<file path="src/rtl/key_cmd_scheduler_if.sv">
// Command handshake between the key scheduler (master) and the Ethernet TX control (slave).
interface key_cmd_scheduler_if;
    logic       cmd_valid;
    logic       cmd_ready;
    logic [1:0] cmd_id;
    logic       tx_done;

    modport master (output cmd_valid, output cmd_id, input cmd_ready, input tx_done);
    modport slave  (input cmd_valid, input cmd_id, output cmd_ready, output tx_done);
endinterface

</file>
<file path="src/rtl/key_cmd_scheduler.sv">
// Latches debounced key presses and serialises them round-robin into TX commands,
// waiting for TX completion (with optional timeout) and enforcing an idle gap.
module key_cmd_scheduler #(
    parameter int unsigned GAP_CYCLES   = 1000,
    parameter int unsigned DONE_TIMEOUT = 1_000_000
) (
    input  logic                clk,
    input  logic                rstn,
    input  logic [3:0]          key_pulse,
    key_cmd_scheduler_if.master cmd,
    output logic                busy,
    output logic [3:0]          pending,
    output logic [7:0]          drop_cnt,
    output logic                timeout_err
);
    localparam int unsigned CNT_W = 20;
    localparam bit               GAP_EN   = (GAP_CYCLES != 0);
    localparam bit               TO_EN    = (DONE_TIMEOUT != 0);
    localparam logic [CNT_W-1:0] GAP_LAST = CNT_W'(GAP_EN ? GAP_CYCLES - 1 : 0);
    localparam logic [CNT_W-1:0] TO_LAST  = CNT_W'(TO_EN ? DONE_TIMEOUT - 1 : 0);

    typedef enum logic [1:0] {S_IDLE, S_REQ, S_WAIT, S_GAP} state_t;

    state_t           state;
    logic [1:0]       last_id;
    logic [CNT_W-1:0] cnt;

    logic             hs_c;
    logic [3:0]       clr_c;
    logic [3:0]       drop_bits_c;
    logic [2:0]       drop_add_c;
    logic [8:0]       drop_sum_c;
    logic [7:0]       drop_next_c;
    logic [CNT_W-1:0] cnt_inc_c;
    logic [1:0]       winner_c;

    // Handshake, pending clear mask and saturating drop accounting
    always_comb begin
        hs_c        = (state == S_REQ) & cmd.cmd_valid & cmd.cmd_ready;
        clr_c       = hs_c ? (4'b0001 << cmd.cmd_id) : 4'b0000;
        drop_bits_c = key_pulse & pending & ~clr_c;
        drop_add_c  = 3'(drop_bits_c[0]) + 3'(drop_bits_c[1])
                    + 3'(drop_bits_c[2]) + 3'(drop_bits_c[3]);
        drop_sum_c  = 9'(drop_cnt) + 9'(drop_add_c);
        drop_next_c = (drop_sum_c > 9'd255) ? 8'd255 : drop_sum_c[7:0];
        cnt_inc_c   = (cnt == {CNT_W{1'b1}}) ? cnt : cnt + CNT_W'(1);
    end

    // Round-robin pick: first pending bit after last_id, wrapping
    always_comb begin
        logic       found;
        logic [1:0] idx;
        found    = 1'b0;
        idx      = 2'd0;
        winner_c = 2'd0;
        for (int k = 1; k <= 4; k++) begin
            idx = last_id + 2'(k);
            if (!found && pending[idx]) begin
                winner_c = idx;
                found    = 1'b1;
            end
        end
    end

    always_ff @(posedge clk or negedge rstn) begin
        if (!rstn) begin
            state         <= S_IDLE;
            last_id       <= 2'd3;
            cnt           <= '0;
            cmd.cmd_valid <= 1'b0;
            cmd.cmd_id    <= 2'd0;
            busy          <= 1'b0;
            pending       <= 4'b0000;
            drop_cnt      <= 8'd0;
            timeout_err   <= 1'b0;
        end else begin
            pending     <= (pending & ~clr_c) | key_pulse;
            drop_cnt    <= drop_next_c;
            timeout_err <= 1'b0;
            cnt         <= cnt_inc_c;
            case (state)
                S_IDLE: begin
                    if (|pending) begin
                        cmd.cmd_id    <= winner_c;
                        cmd.cmd_valid <= 1'b1;
                        busy          <= 1'b1;
                        state         <= S_REQ;
                    end
                end
                S_REQ: begin
                    if (hs_c) begin
                        cmd.cmd_valid <= 1'b0;
                        last_id       <= cmd.cmd_id;
                        cnt           <= '0;
                        state         <= S_WAIT;
                    end
                end
                S_WAIT: begin
                    // A tx_done in the final timeout cycle takes priority over the error
                    if (cmd.tx_done || (TO_EN && cnt == TO_LAST)) begin
                        timeout_err <= ~cmd.tx_done;
                        cnt         <= '0;
                        if (GAP_EN) begin
                            state <= S_GAP;
                        end else begin
                            state <= S_IDLE;
                            busy  <= 1'b0;
                        end
                    end
                end
                S_GAP: begin
                    if (cnt == GAP_LAST) begin
                        state <= S_IDLE;
                        busy  <= 1'b0;
                    end
                end
                default: begin
                    state <= S_IDLE;
                    busy  <= 1'b0;
                end
            endcase
        end
    end
endmodule

</file>
<file path="src/flat_wrapper.sv">
// flat-port wrapper written by rule: the top's interface ports become plain ports
module key_cmd_scheduler_flat 
#(
    parameter int unsigned GAP_CYCLES   = 1000,
    parameter int unsigned DONE_TIMEOUT = 1_000_000
)
  (clk, rstn, key_pulse, busy, pending, drop_cnt, timeout_err, cmd_cmd_valid, cmd_cmd_id, cmd_cmd_ready, cmd_tx_done);
  key_cmd_scheduler_if cmd_i ();
  input  logic clk;
  input  logic rstn;
  input  logic [3:0] key_pulse;
  output logic busy;
  output logic [3:0] pending;
  output logic [7:0] drop_cnt;
  output logic timeout_err;
  output wire logic [$bits(cmd_i.cmd_valid)-1:0] cmd_cmd_valid;
  output wire logic [$bits(cmd_i.cmd_id)-1:0] cmd_cmd_id;
  input wire logic [$bits(cmd_i.cmd_ready)-1:0] cmd_cmd_ready;
  input wire logic [$bits(cmd_i.tx_done)-1:0] cmd_tx_done;
  assign cmd_cmd_valid = cmd_i.cmd_valid;
  assign cmd_cmd_id = cmd_i.cmd_id;
  assign cmd_i.cmd_ready = cmd_cmd_ready;
  assign cmd_i.tx_done = cmd_tx_done;
  key_cmd_scheduler #(.GAP_CYCLES(GAP_CYCLES), .DONE_TIMEOUT(DONE_TIMEOUT)) u_core (.clk(clk), .rstn(rstn), .key_pulse(key_pulse), .cmd(cmd_i), .busy(busy), .pending(pending), .drop_cnt(drop_cnt), .timeout_err(timeout_err));
endmodule
</file>
<file path="config.mk">
export PLATFORM = sky130hd
export DESIGN_NAME = key_cmd_scheduler_flat
export DESIGN_NICKNAME = d
export VERILOG_FILES = /design/src/rtl/key_cmd_scheduler_if.sv /design/src/rtl/key_cmd_scheduler.sv /design/src/flat_wrapper.sv
export SDC_FILE = /design/constraint.sdc
export NUM_CORES = 1
export LEC_CHECK = 0
export CAP_MARGIN = 0
export CORE_MARGIN = 10
export CORE_UTILIZATION = 44
export CTS_CLUSTER_SIZE = 8
export DETAILED_ROUTE_END_ITERATION = 12
export GPL_TIMING_DRIVEN = 0
export PLACE_DENSITY = 0.72
export SYNTH_ARGS = -nofsm -noshare
export SYNTH_HDL_FRONTEND = slang
export SYNTH_SLANG_ARGS = --single-unit
export TNS_END_PERCENT = 1
</file>
<file path="constraint.sdc">
create_clock -name clk -period 3.95 [get_ports clk]
set_input_delay 0.395 -clock clk [delete_from_list [all_inputs] [get_ports clk]]
set_output_delay 0.395 -clock clk [all_outputs]
set_load 0.01 [all_outputs]
</file>
# Word-level counts from Yosys, hierarchy flattened
# Index checks and enable logic that the tools add are counted.
# classes
n_addsub	8
mux	33
n_bitwise	8
eq_ne	10
order_cmp	5
n_shift	1
reduce_logical	16
# ops
cell	count
$mux 20	3
$eq 20x20->1 const B	2
$pmux 20 s2	1
$add 20x1->20 const B	1
$eq 20x10->1 const B	1
$mux 2	8
$and 4x4->4	3
$lt 2x3->1 const B	4
$mux 1	12
$add 8x3->9	1
$gt 9x8->1 const B	1
$bmux 1 s2	4
$mux 8	1
$ne 2x1->1 const B	4
$pmux 2 s4	1
$add 3x1->3	2
$reduce_and 3->1	2
$add 2x2->2 const B	2
$eq 2x2->1 const B	2
$mux 4	1
$not 4->4	1
$or 4x4->4	1
$pmux 1 s2	2
$reduce_and 2->1	2
other kinds (13)	19
# totals
inputBits	8
wordCells	90
ff_bits	41
output_inout_bits	17

# Longest topological paths before layout
# depth
ltp_word	13
ltp_mapped	17
depth_no_buf	17

# Least setup slack after synthesis
# No wires, ideal clock.
# synth_timing
path_kind	reg-to-reg
startpoint	register u_core.state[1]
endpoint	register u_core.drop_cnt[0]
period_less_slack_ns	3.308
stages_incl_launch_ff	18
t_arrival_ns	3.238
setup_time_ns	0.070
required_ns	3.880
setup_slack_ns	0.642
path_cell_list	dfrtp_1 > inv_1 > ha_1 > nand3_1 > inv_1 > nand2_1 > o21ai_0 > nor2_1 > ha_1 > fa_1 > ha_1 > inv_1 > fa_1 > inv_1 > a21oi_1 > nor2_1 > nand3_1 > nand2b_1
# synth_via
elab_chain_len	12
# synth_rtl
item	line	rtl
start: declaration	key_cmd_scheduler.sv:24	state_t state;
start signal: assignment	key_cmd_scheduler.sv:67	state <= S_IDLE;
start signal: assignment	key_cmd_scheduler.sv:87	state <= S_REQ;
start signal: assignment	key_cmd_scheduler.sv:95	state <= S_WAIT;
$eq 2x1->1 *	key_cmd_scheduler.sv:39	hs_c = (state == S_REQ) & cmd.cmd_valid & cmd.cmd_ready;
$and 1x1->1 * (2 in a row)	key_cmd_scheduler.sv:39	
$mux 4 *	key_cmd_scheduler.sv:40	clr_c = hs_c ? (4'b0001 << cmd.cmd_id) : 4'b0000;
$not 4->4 *	key_cmd_scheduler.sv:41	drop_bits_c = key_pulse & pending & ~clr_c;
$and 4x4->4 *	key_cmd_scheduler.sv:41	
$add 1x1->2	key_cmd_scheduler.sv:42	drop_add_c = 3'(drop_bits_c[0]) + 3'(drop_bits_c[1])
$add 3x1->3	key_cmd_scheduler.sv:43	+ 3'(drop_bits_c[2]) + 3'(drop_bits_c[3]);
$add 3x1->3 *	key_cmd_scheduler.sv:43	
$add 8x3->9 *	key_cmd_scheduler.sv:44	drop_sum_c = 9'(drop_cnt) + 9'(drop_add_c);
$gt 9x8->1	key_cmd_scheduler.sv:45	drop_next_c = (drop_sum_c > 9'd255) ? 8'd255 : drop_sum_c[7:0];
$mux 8 *	key_cmd_scheduler.sv:45	
via u_core.drop_next_c[0]	key_cmd_scheduler.sv:33	logic [7:0] drop_next_c;
end signal: assignment	key_cmd_scheduler.sv:78	drop_cnt <= drop_next_c;
end: declaration	key_cmd_scheduler.sv:13	output logic [7:0] drop_cnt,
# The timed path passes the listed nets; every way through them passes the cells marked *.
# A chain may end at the register's enable or synchronous reset.

# Worst setup path after layout
# layout_timing
startpoint	register u_core.state[1]
endpoint	register u_core.drop_cnt[3]
# The elaborated chain is that of the path after synthesis.

==> impl_summary.log <==
INFO  metric outcome = finished, final reports clean
INFO  metric cellInternalPower = 0.798 mW
INFO  metric finish.instance_area = 0.00279 mm2
INFO  metric post-synth-top-area-cell = sky130_fd_sc_hd__dfrtp_1
INFO  metric dp_hpwl = 3630 um
INFO  metric cpPeakStageDelay = 430 ps
INFO  metric fmax = 275 MHz
INFO  metric synth_enable_flop_cells = 0
INFO  metric post_cts_buffers = 0
INFO  metric tritoncts = yes
INFO  metric area_share_of_the_leading_cell_type_in_the_synthesized_netlist = 42.1%
INFO  metric synth.mux.area_fraction = 2.21%
INFO  metric period_minus_slack = 3630 ps
INFO  metric clk_transition_reported_paths = 80 ps
INFO  metric critical_path.startpoint_type = register
INFO  metric maxSlewViolCount = 0
INFO  metric yosys.area_share.adder = 7.66%
INFO  metric cp_delay_by_family_top = adder cells
INFO  metric worstSetupPathType = reg2reg
INFO  metric static-leakage-power = 1.20 nW
INFO  metric clk-insertion-delay-late = 290 ps
INFO  metric fin_worst_skew = 9.24 ps
INFO  metric cts_made_buffers = 5
INFO  metric htree_levels = 2
INFO  metric port_buffers = 24
INFO  metric power_frac_seq = 45.7%
INFO  metric clk_root_buffer_cell = sky130_fd_sc_hd__clkbuf_8
INFO  metric syn-instance-count = 249
INFO  metric postLayoutCoreUtil = 54.6%
INFO  metric worst_slack = 320 ps
INFO  metric syn_nets = 270
INFO  metric sequential_fraction_of_the_synthesis_area = 44.3%
INFO  metric critPathCaptureType = register
INFO  metric drv_cap = 0
INFO  metric die_area = 0.00858 mm2
INFO  metric nNetsFinal = 303
INFO  metric core.rowCount = 26
INFO  metric synthesized_area = 0.00232 mm2
INFO  metric critical_path_buf_inv_count = 4
INFO  metric first_pass_grt_wire_length = 8250 um
INFO  metric cts_num_sinks = 41
INFO  metric worst_path_arrival_time = 3860 ps
INFO  metric holdCritPathClass = reg2reg
INFO  metric gpl.final_weighted_congestion = 0.852
INFO  metric setup_total_negative_slack = 0 ps
INFO  metric placed_cells = 344
INFO  metric powerDensity = 397 mW/mm2
INFO  metric detailed_place.area = 0.00266 mm2
INFO  metric dieWidth = 92.6 um
INFO  metric grt_setup_unrepaired = false
INFO  metric initialDrtViolationCount = 91
INFO  metric vias = 1917
INFO  metric setup_viol = 0
INFO  metric critical-path-slowest-cell = sky130_fd_sc_hd__fa_1
INFO  metric worst_pin_slew = 614 ps
INFO  metric post-route-period-util = 91.9%
INFO  metric area.growth.synth_to_final = 20.2%
INFO  metric routed_via_density = 5.43
INFO  metric maxSlewHeadroom = 58.7%
INFO  metric globalRouteTotalUtil = 11.6%
INFO  metric pin_count_of_the_biggest_net_entering_global_routing = 29
INFO  metric timing.critical_path.cells = inv_1 -> ha_2 -> nand3_1 -> inv_1 -> nand2_1 -> o21ai_0 -> nor2_1 -> ha_1 -> fa_1 -> ha_1 -> inv_1 -> fa_1 -> inv_1 -> a21oi_1 -> nor2_1 -> nand3_2 -> nand2_1
INFO  metric synth.avg_cell_area = 9.32 um2
INFO  metric initial_utilization = 45.4%
INFO  metric grt_pass1_vias = 1813
INFO  metric drt_pass_1_iters = 4
INFO  metric placement_setup_slack = 125 ps
INFO  metric clockBufferDepth = 2
INFO  metric critPathMostFrequentCell = sky130_fd_sc_hd__inv_1
INFO  metric fin_worst_hold_slack = 514 ps
INFO  metric drive_above_1_share = 9.54%
INFO  metric dominant_combinational_cell_family_by_area_after_synthesis = simple AND/OR/NAND/NOR gates
INFO  metric critical_path.max_fanout = 6
INFO  metric power.total = 1.11 mW
INFO  metric hold_viol = 0
INFO  metric placeableCoreArea = 0.00511 mm2
INFO  metric synthDistinctLibCells = 44
INFO  metric drc = 0
INFO  metric routed_wirelength = 4750 um
INFO  metric dominantRegCellSynth = sky130_fd_sc_hd__dfrtp_1
INFO  metric ioPinCount = 25
INFO  metric reg2reg_setup_slack = 320 ps
INFO  metric ant_nets = 0
INFO  metric power.combinational.fraction = 24.4%
INFO  metric synth_compound_area_share = 12.6%
INFO  metric timing.critical_path.required = 4180 ps
INFO  metric power.clock.fraction = 29.9%
INFO  metric chipHeight = 92.6 um
INFO  metric overflow = 0
INFO  metric antenna_violations_before_repair = 0
INFO  metric yosys.area_share.simple = 25.3%
INFO  metric synth.top_cells.by_area = sky130_fd_sc_hd__dfrtp_1 42%, sky130_fd_sc_hd__ha_1 5.9%, sky130_fd_sc_hd__nand2_1 5.3%, sky130_fd_sc_hd__nor2_1 4.7%, sky130_fd_sc_hd__a21oi_1 2.6%
INFO  metric netSwitchingFraction = 27.8%
INFO  metric detail_route.wl_per_cell = 13.5 um
INFO  metric synthArstFlopShare = 100%
INFO  metric layoutNonFillerInstCount = 353
INFO  metric ir_worst_vdd = 0.000194 V
INFO  metric yosys.area_share.xor_xnor = 4.53%
INFO  metric synth_warnings = 0
INFO  metric ant_diodes = 0
INFO  metric net-switching-power = 0.308 mW
INFO  metric ffs_latches_synth = 41
[logic make-up (layout without fill, tap and decap cells)]
group	Yosys count	in the layout
buffers and inverters	17	51
adders and majority gates	13	13
DFF	41	41
and+or+nand+nor	116	116
muxes	5	5
AOI/OAI and AO/OA	45	45
xor gates and xnor gates	12	12
[sequential cells by signal, summed over array words and instances (netlist names)]
signal and flops:
u_core.timeout_err 1, u_core.state 2, u_core.cmd.cmd_id 2, u_core.cmd.cmd_valid 1, u_core.cnt 20, u_core.last_id 2
u_core.drop_cnt 8, u_core.busy 1, u_core.pending 4
[cell usage after synthesis, types with 2 or more instances]
cell type	n
sky130_fd_sc_hd__dfrtp_1	39
sky130_fd_sc_hd__nand2_1	33
sky130_fd_sc_hd__nor2_1	29
sky130_fd_sc_hd__inv_1	14
sky130_fd_sc_hd__a21oi_1	12
sky130_fd_sc_hd__ha_1	11
sky130_fd_sc_hd__nand3_1	11
sky130_fd_sc_hd__o21ai_0	11
sky130_fd_sc_hd__nor3_1	8
sky130_fd_sc_hd__xnor2_1	6
sky130_fd_sc_hd__xor2_1	6
sky130_fd_sc_hd__nand4_1	5
sky130_fd_sc_hd__a211oi_1	4
sky130_fd_sc_hd__a31oi_1	4
sky130_fd_sc_hd__mux2i_1	4
sky130_fd_sc_hd__nor3_2	4
sky130_fd_sc_hd__or3_1	4
sky130_fd_sc_hd__a21o_1	3
sky130_fd_sc_hd__nand2b_1	3
sky130_fd_sc_hd__nor2b_1	3
sky130_fd_sc_hd__nor4_1	3
sky130_fd_sc_hd__a221oi_2	2
sky130_fd_sc_hd__and2_1	2
sky130_fd_sc_hd__and3_1	2
sky130_fd_sc_hd__buf_6	2
sky130_fd_sc_hd__dfstp_2	2
sky130_fd_sc_hd__fa_1	2
sky130_fd_sc_hd__nor3b_1	2
sky130_fd_sc_hd__o211ai_1	2
sky130_fd_sc_hd__o22ai_1	2
[path summary, 6_finish.rpt]
check	from	endpoint	depth (start not counted)
max	u_core.state[1]	u_core.drop_cnt[3]	17
min	u_core.cnt[19]	u_core.cnt[19]	1
max reg2reg	u_core.state[1]	u_core.drop_cnt[3]	17
min reg2reg	u_core.cnt[19]	u_core.cnt[19]	1
max in group asynchronous	rstn	u_core.last_id[1]	3
min in group asynchronous	rstn	u_core.drop_cnt[6]	2
[power by group through the flow]
stage	combinational (mW)	sequential, mW	clock, mW
CTS	0.276	0.503	0.339
floorplan	0.128	0.525	0
global placement	0.263	0.509	0
finish	0.270	0.505	0.331
detailed placement	0.274	0.511	0
global route	0.305	0.511	0.357
[metal layers]
| layer | vias to the layer above | GRT usage [%] | wire (um) |
|---|---|---|---|
| met5 | - | 0 | 0 |
| met4 | 0 | 4.63 | 69 |
| met2 | 41 | 18.4 | 2150 |
| li1 | 943 | - | - |
| met1 | 926 | 14.5 | 2270 |
| met3 | 7 | 3.23 | 260 |
[cell type report]
cell class | count | area [um2]
fill | 481 | 2320
inverter | 14 | 52.6
multi-input combinational | 191 | 1220
tap | 70 | 87.6
buffer | 3 | 26.3
timing repair buffer | 26 | 265
sequential | 41 | 1030
clock inverter | 2 | 35.0
clock buffer | 6 | 72.6
[placed cells by master (no fill, tap or decap), drive strengths merged, types with 6 or more instances in the layout]
cell / Yosys / final
dfrtp: 39 / 39
nand2: 33 / 33
nor2: 29 / 29
clkdlybuf4s50: 0 / 23
inv: 14 / 14
a21oi: 12 / 12
o21ai: 12 / 12
nand3: 12 / 12
nor3: 12 / 12
ha: 11 / 11
clkbuf: 1 / 7
xnor2: 6 / 6
xor2: 6 / 6
nand4: 6 / 6
[what timing repair did]
item                       CTS  global route
hold endpoints to repair     4             0
hold buffers                 1             0
setup endpoints to repair    0             6
resized for setup            0             2
(Power assumes the default switching activity.)
==> patch 1, RTL diff (same flow settings) <==
`pending` no longer has a reset.
--- a/src/rtl/key_cmd_scheduler.sv
+++ b/src/rtl/key_cmd_scheduler.sv
@@ -72,3 +72,2 @@
             busy          <= 1'b0;
-            pending       <= 4'b0000;
             drop_cnt      <= 8'd0;
@@ -76,3 +75,2 @@
         end else begin
-            pending     <= (pending & ~clr_c) | key_pulse;
             drop_cnt    <= drop_next_c;
@@ -123,2 +121,6 @@
     end
+
+    always_ff @(posedge clk) begin
+        pending <= (pending & ~clr_c) | key_pulse;
+    end
 endmodule
Formal check against the unedited RTL: not equivalent (a bounded check fails within 4 cycles, from zero or initial values and one cycle with rstn low).
==> patch 1 against the original RTL <==
  * Design area fell by 2.2%
  * Largest cell class unchanged
  * Area after synthesis fell by 1.0%
  * Maximum frequency fell by 0.35%
  * Routed wire length rose by 2.5%
  * Sequential cell count did not move
  * Worst setup slack got worse by 13 ps
  * Critical path type unchanged
Power is not compared: it rests on default switching activity, and its combinational part moved more than twofold at a synthesized area within 25%.
==> patch 1: results (changes against the original RTL) <==
Placement
  – Dpl hpwl: 3580 um (-1.2%)
  – Gpl congestion: 0.937 (+9.9%)
  – Worst slack, placed: 140 ps (+14.8 ps)

CTS
  – Cells resized by post-CTS repair: 0 (unchanged)
  – H-tree levels: 2 (unchanged)
  – TritonCTS buffer count: 5 (unchanged)
  – Max Root-Sink Buffers: 2 (unchanged)

Detailed routing
  – DR WL/cell: 14.1 um (+5.1%)
  – DRC Markers: 0 (unchanged)
  – WL met3: 249 um (-4.2%)
  – M1 wire length: 2300 um (+1.2%)
  – DR vias/cell: 5.35 (-1.4%)
  – Detailed Routing Iterations Pass 1: 4 (unchanged)
  – Top layer used by detailed routing: met4
  – Met2 wire length: 2290 um (+6.5%)
  – Initial drt markers: 111 (+22%)

Global routing
  – Grt met3 use: 3.59% (+0.36 points)
  – Met2 usage: 19.4% (+1.0 points)
  – GR met1 Demand/Resource: 14.8% (+0.24 points)
  – GRT Overall Usage: 11.9% (+0.36 points)
  – Vias in the first global route: 1,810 (-0.17%)
  – Largest net degree at the start of global routing: 38 (+31%)
  – First-pass GRT wire length: 8540 um (+3.4%)

Yosys
  – Yosys warns: 0 (unchanged)
  – Post-synthesis mux area share: 3.60% (+1.4 points)
  – Area contributors post-synth: dfrtp_1 (38%), ha_1 (6.0%), nor2_1 (4.6%)
  – Async set-reset flop share out of synthesis: 90.2% (-9.8 points)
  – Synth Area in Adders: 7.74% (+0.079 points)
  – Synthesized Nets: 263 (-2.6%)
  – Register area share after synthesis: 43.9% (-0.41 points)
  – Post-synthesis compound-gate area fraction: 12.3% (-0.25 points)
  – Cell variety after synth: 47 (+6.8%)
  – Post-synth top cells: dfrtp_1 (35), nor2_1 (28), nand2_1 (22)
  – Synth Area in XOR/XNOR: 6.10% (+1.6 points)

Critical path
  – CP arrival: 3830 ps (-30 ps)
  – Crit-path leading delay family: adder cells
  – CP max FO: 5 (-1)
  – Critical Path Max Stage Delay: 410 ps (-20 ps)
  – Reg2Reg Depth: 14 (-3)

Layout
  – Layout cells sized above 1: 8.39% (-1.1 points)
  – Largest regs: u_core.cnt (20), u_core.drop_cnt (8), u_core.pending (4)
  – Layout Nets: 294 (-3.0%)
  – Fillers: 484 (+0.62%)

Outcome
  – Outcome: complete, no violations

Timing
  – Slew HR: 44.4% (-14 points)
  – Clock Skews: 6.72 ps (-2.52 ps)
  – F_max: 274 MHz (-0.35%)

Power and ir drop
  – Internal Power: 1.07 mW

Hold path
  – Hold crit path type: in -> async
## patch 1: cell types whose count changed after synthesis, moves of 4 or more
cell | unedited run | this run
o21ai_0 | 11 | 18
dfxtp_1 | 0 | 4
a21oi_1 | 12 | 4
a211oi_1 | 4 | 0
nand2_1 | 33 | 22
nor3_2 | 4 | 0
xor2_1 | 6 | 12
and3_1 | 2 | 8
dfrtp_1 | 39 | 35
## patch 1: final cells by class
class	count	area, um^2	share of cell area (%)
plain buffers	4	23.8	0.872
clock buffers	6	72.6	2.66
clock inverters	2	35.0	1.28
inverters	15	56.3	2.07
multi-input cells	182	1210	44.3
flip-flops and latches	41	1010	37.0
well taps	70	87.6	3.21
repair buffers	24	235	8.63
## patch 1: stage by stage
stage	area [um^2]	hold WS, ps	std cells
after floorplan	2300	99.4	242
after global placement	2620	490	336
after detailed placement	2620	493	336
after CTS	2730	221	344
after global routing	2730	245	344
final	2730	190	344
## patch 1: power by group through the flow
stage	registers [mW]	logic, mW	clock network, mW
after floorplan	0.658	0.461	0
after global placement	0.648	0.709	0
after detailed placement	0.653	0.731	0
after CTS	0.645	0.736	0.348
after global routing	0.666	0.818	0.364
final	0.645	0.720	0.332
## patch 1: cells by family after synthesis
logic type,after synthesis
compound gates,42
xor+xnor,16
fa+ha+maj,13
buf+inv,19
flops,41
mux,8
simple gates,103
## patch 1: worst paths after layout
kind / startpoint / end / slack, ps
max: u_core.state[1] / u_core.drop_cnt[6] / 310
min: rstn / u_core.drop_cnt[1] / 190
max reg2reg: u_core.state[1] / u_core.drop_cnt[6] / 310
min reg2reg: u_core.last_id[1] / u_core.last_id[1] / 510
max in group asynchronous: rstn / u_core.state[1] / 3220
min in group clk: u_core.last_id[1] / u_core.last_id[1] / 510
==> patch 2, RTL diff (same settings) <==
Made on the original files. `CNT_W`: 20 -> 10.
--- a/src/rtl/key_cmd_scheduler.sv
+++ b/src/rtl/key_cmd_scheduler.sv
@@ -15,3 +15,3 @@
 );
-    localparam int unsigned CNT_W = 20;
+    localparam int unsigned CNT_W = 10;
     localparam bit               GAP_EN   = (GAP_CYCLES != 0);
Check against the original RTL: same outputs for any inputs over 10 cycles, from zero or initial values and one cycle with rstn low; that may be too few to reach the edited logic, so the function may still have changed.
==> patch 2 against the original RTL <==
  * Final cell count fell by 26%
  * Routed wire length decreased by 21%
  * Sequential cell count shrank 10
  * Clock skew is 2.2 ps higher
  * Worst setup slack worse by 29 ps
  * Area after synthesis shrank 22%
  * Design area decreased by 20%
  * Power decreased by 16%
  * Synthesized cell count fell by 28%
  * Highest routed layer unchanged
==> patch 2: results (changes against the original RTL) <==
Placement
  – Dpl hpwl: 2840 um (-22%)
  – Worst slack, placed: -49.6 ps (-175 ps)
  – Number of cells after detailed placement: 254 (-26%)
  – Placement Cell Area: 2120 um^2 (-20%)

Power and ir drop
  – Leakage: 0.983 nW (-18%)
  – Sw Share: 30.4% (+2.5 points)
  – Reg power frac: 43.4% (-2.3 points)
  – VDD IR-drop max: 199 uV (+2.8%)
  – Total clock network power: 261 uW (-21%)

Detailed routing
  – DR WL/cell: 14.4 um (+7.0%)
  – WL met3: 232 um (-11%)
  – DR vias/cell: 5.36 (-1.3%)
  – Met2 wire length: 1700 um (-21%)
  – M1 wire length: 1760 um (-22%)

Yosys
  – Syn Inst Count: 180 (-28%)
  – Register area share after synthesis: 42.7% (-1.6 points)
  – Synthesized Nets: 201 (-26%)
  – Post-synth top cells: dfrtp_1 (29), nand2_1 (21), nor2_1 (15)
  – Cell variety after synth: 47 (+6.8%)

Layout
  – Fillers: 370 (-23%)
  – Finished Cell Area: 2230 um^2 (-20%)
  – Largest regs: u_core.cnt (10), u_core.drop_cnt (8), u_core.pending (4)
  – Layout Cells excl Fill: 262 (-26%)
  – Layout Nets: 232 (-23%)
  – Layout cells sized above 1: 15.1% (+5.6 points)

Outcome
  – Outcome: complete, no violations

Global routing
  – Met2 usage: 17.5% (-0.92 points)
  – Largest net degree at the start of global routing: 32 (+10%)
  – Grt met3 use: 4.44% (+1.2 points)
  – First-pass GRT wire length: 6710 um (-19%)
  – GR met1 Demand/Resource: 13.2% (-1.3 points)
  – Vias in the first global route: 1,417 (-22%)

CTS
  – TritonCTS buffer count: 5 (unchanged)

Critical path
  – CP arrival: 3820 ps (-40 ps)
  – CP max FO: 5 (-1)
  – Reg2Reg Depth: 15 (-2)
  – R2R setup slack: 290 ps (-30 ps)
  – RR Startpoint: u_core.state[1]
  – Critical-path top delay cell: dfrtp_1
  – Reg-to-reg endpoint: u_core.drop_cnt[6]

Timing
  – Clock Skews: 11.4 ps (+2.15 ps)
  – Slew HR: 54.0% (-4.7 points)
[patch 2: cell count changes after synthesis, sizes merged, moves of 3 or more]
cell | unedited run | this run
nor2 | 29 | 15
nand2 | 33 | 21
dfrtp | 39 | 29
nor3 | 12 | 4
a21oi | 12 | 5
nand3 | 12 | 6
xnor2 | 6 | 2
and3 | 2 | 5
or3 | 4 | 1
xor2 | 6 | 3
[patch 2: logic make-up after synthesis]
| family | share of synthesized area, % |
|---|---|
| flops | 42.7 |
| mux | 4.26 |
| fa+ha+maj | 9.76 |
| buf+inv | 3.30 |
| xor+xnor | 2.41 |
| compound gates | 14.3 |
| simple gates | 23.2 |
[patch 2: worst min-delay path by stage]
| stage | startpoint | to | slack [ps] | cells past startpoint |
|---|---|---|---|---|
| 4_1_cts | rstn | u_core.drop_cnt[1] | 170 | 1 |
| 3_5_place_dp | rstn | u_core.drop_cnt[1] | 490 | 1 |
| 3_3_place_gp | u_core.last_id[1] | u_core.last_id[1] | 500 | 2 |
| 6_report | rstn | u_core.drop_cnt[1] | 140 | 1 |
| 2_1_floorplan | rstn | u_core.busy | 100 | 0 |
| 5_1_grt | rstn | u_core.drop_cnt[5] | 200 | 1 |
[patch 2: cell type report]
type	count	area share, %
inverters	13	2.19
multi-input cells	135	44.9
flip-flops and latches	31	34.9
repair buffers	24	10.5
clock buffers	7	3.87
clock inverters	1	0.224
plain buffers	1	0.505
well taps	50	2.81
[patch 2: critical path: cells and delay by family, from the launching register on]
family,cells,cell delay [ps]
fa+ha+maj,5,1660
compound gates,2,340
mux,1,250
simple gates,5,680
buf+inv,2,170
flops,1,420
[patch 2: repair_timing]
item                       in CTS  in global routing
hold buffers                    0                  0
resized for setup               0                  5
setup endpoints to repair       0                  7
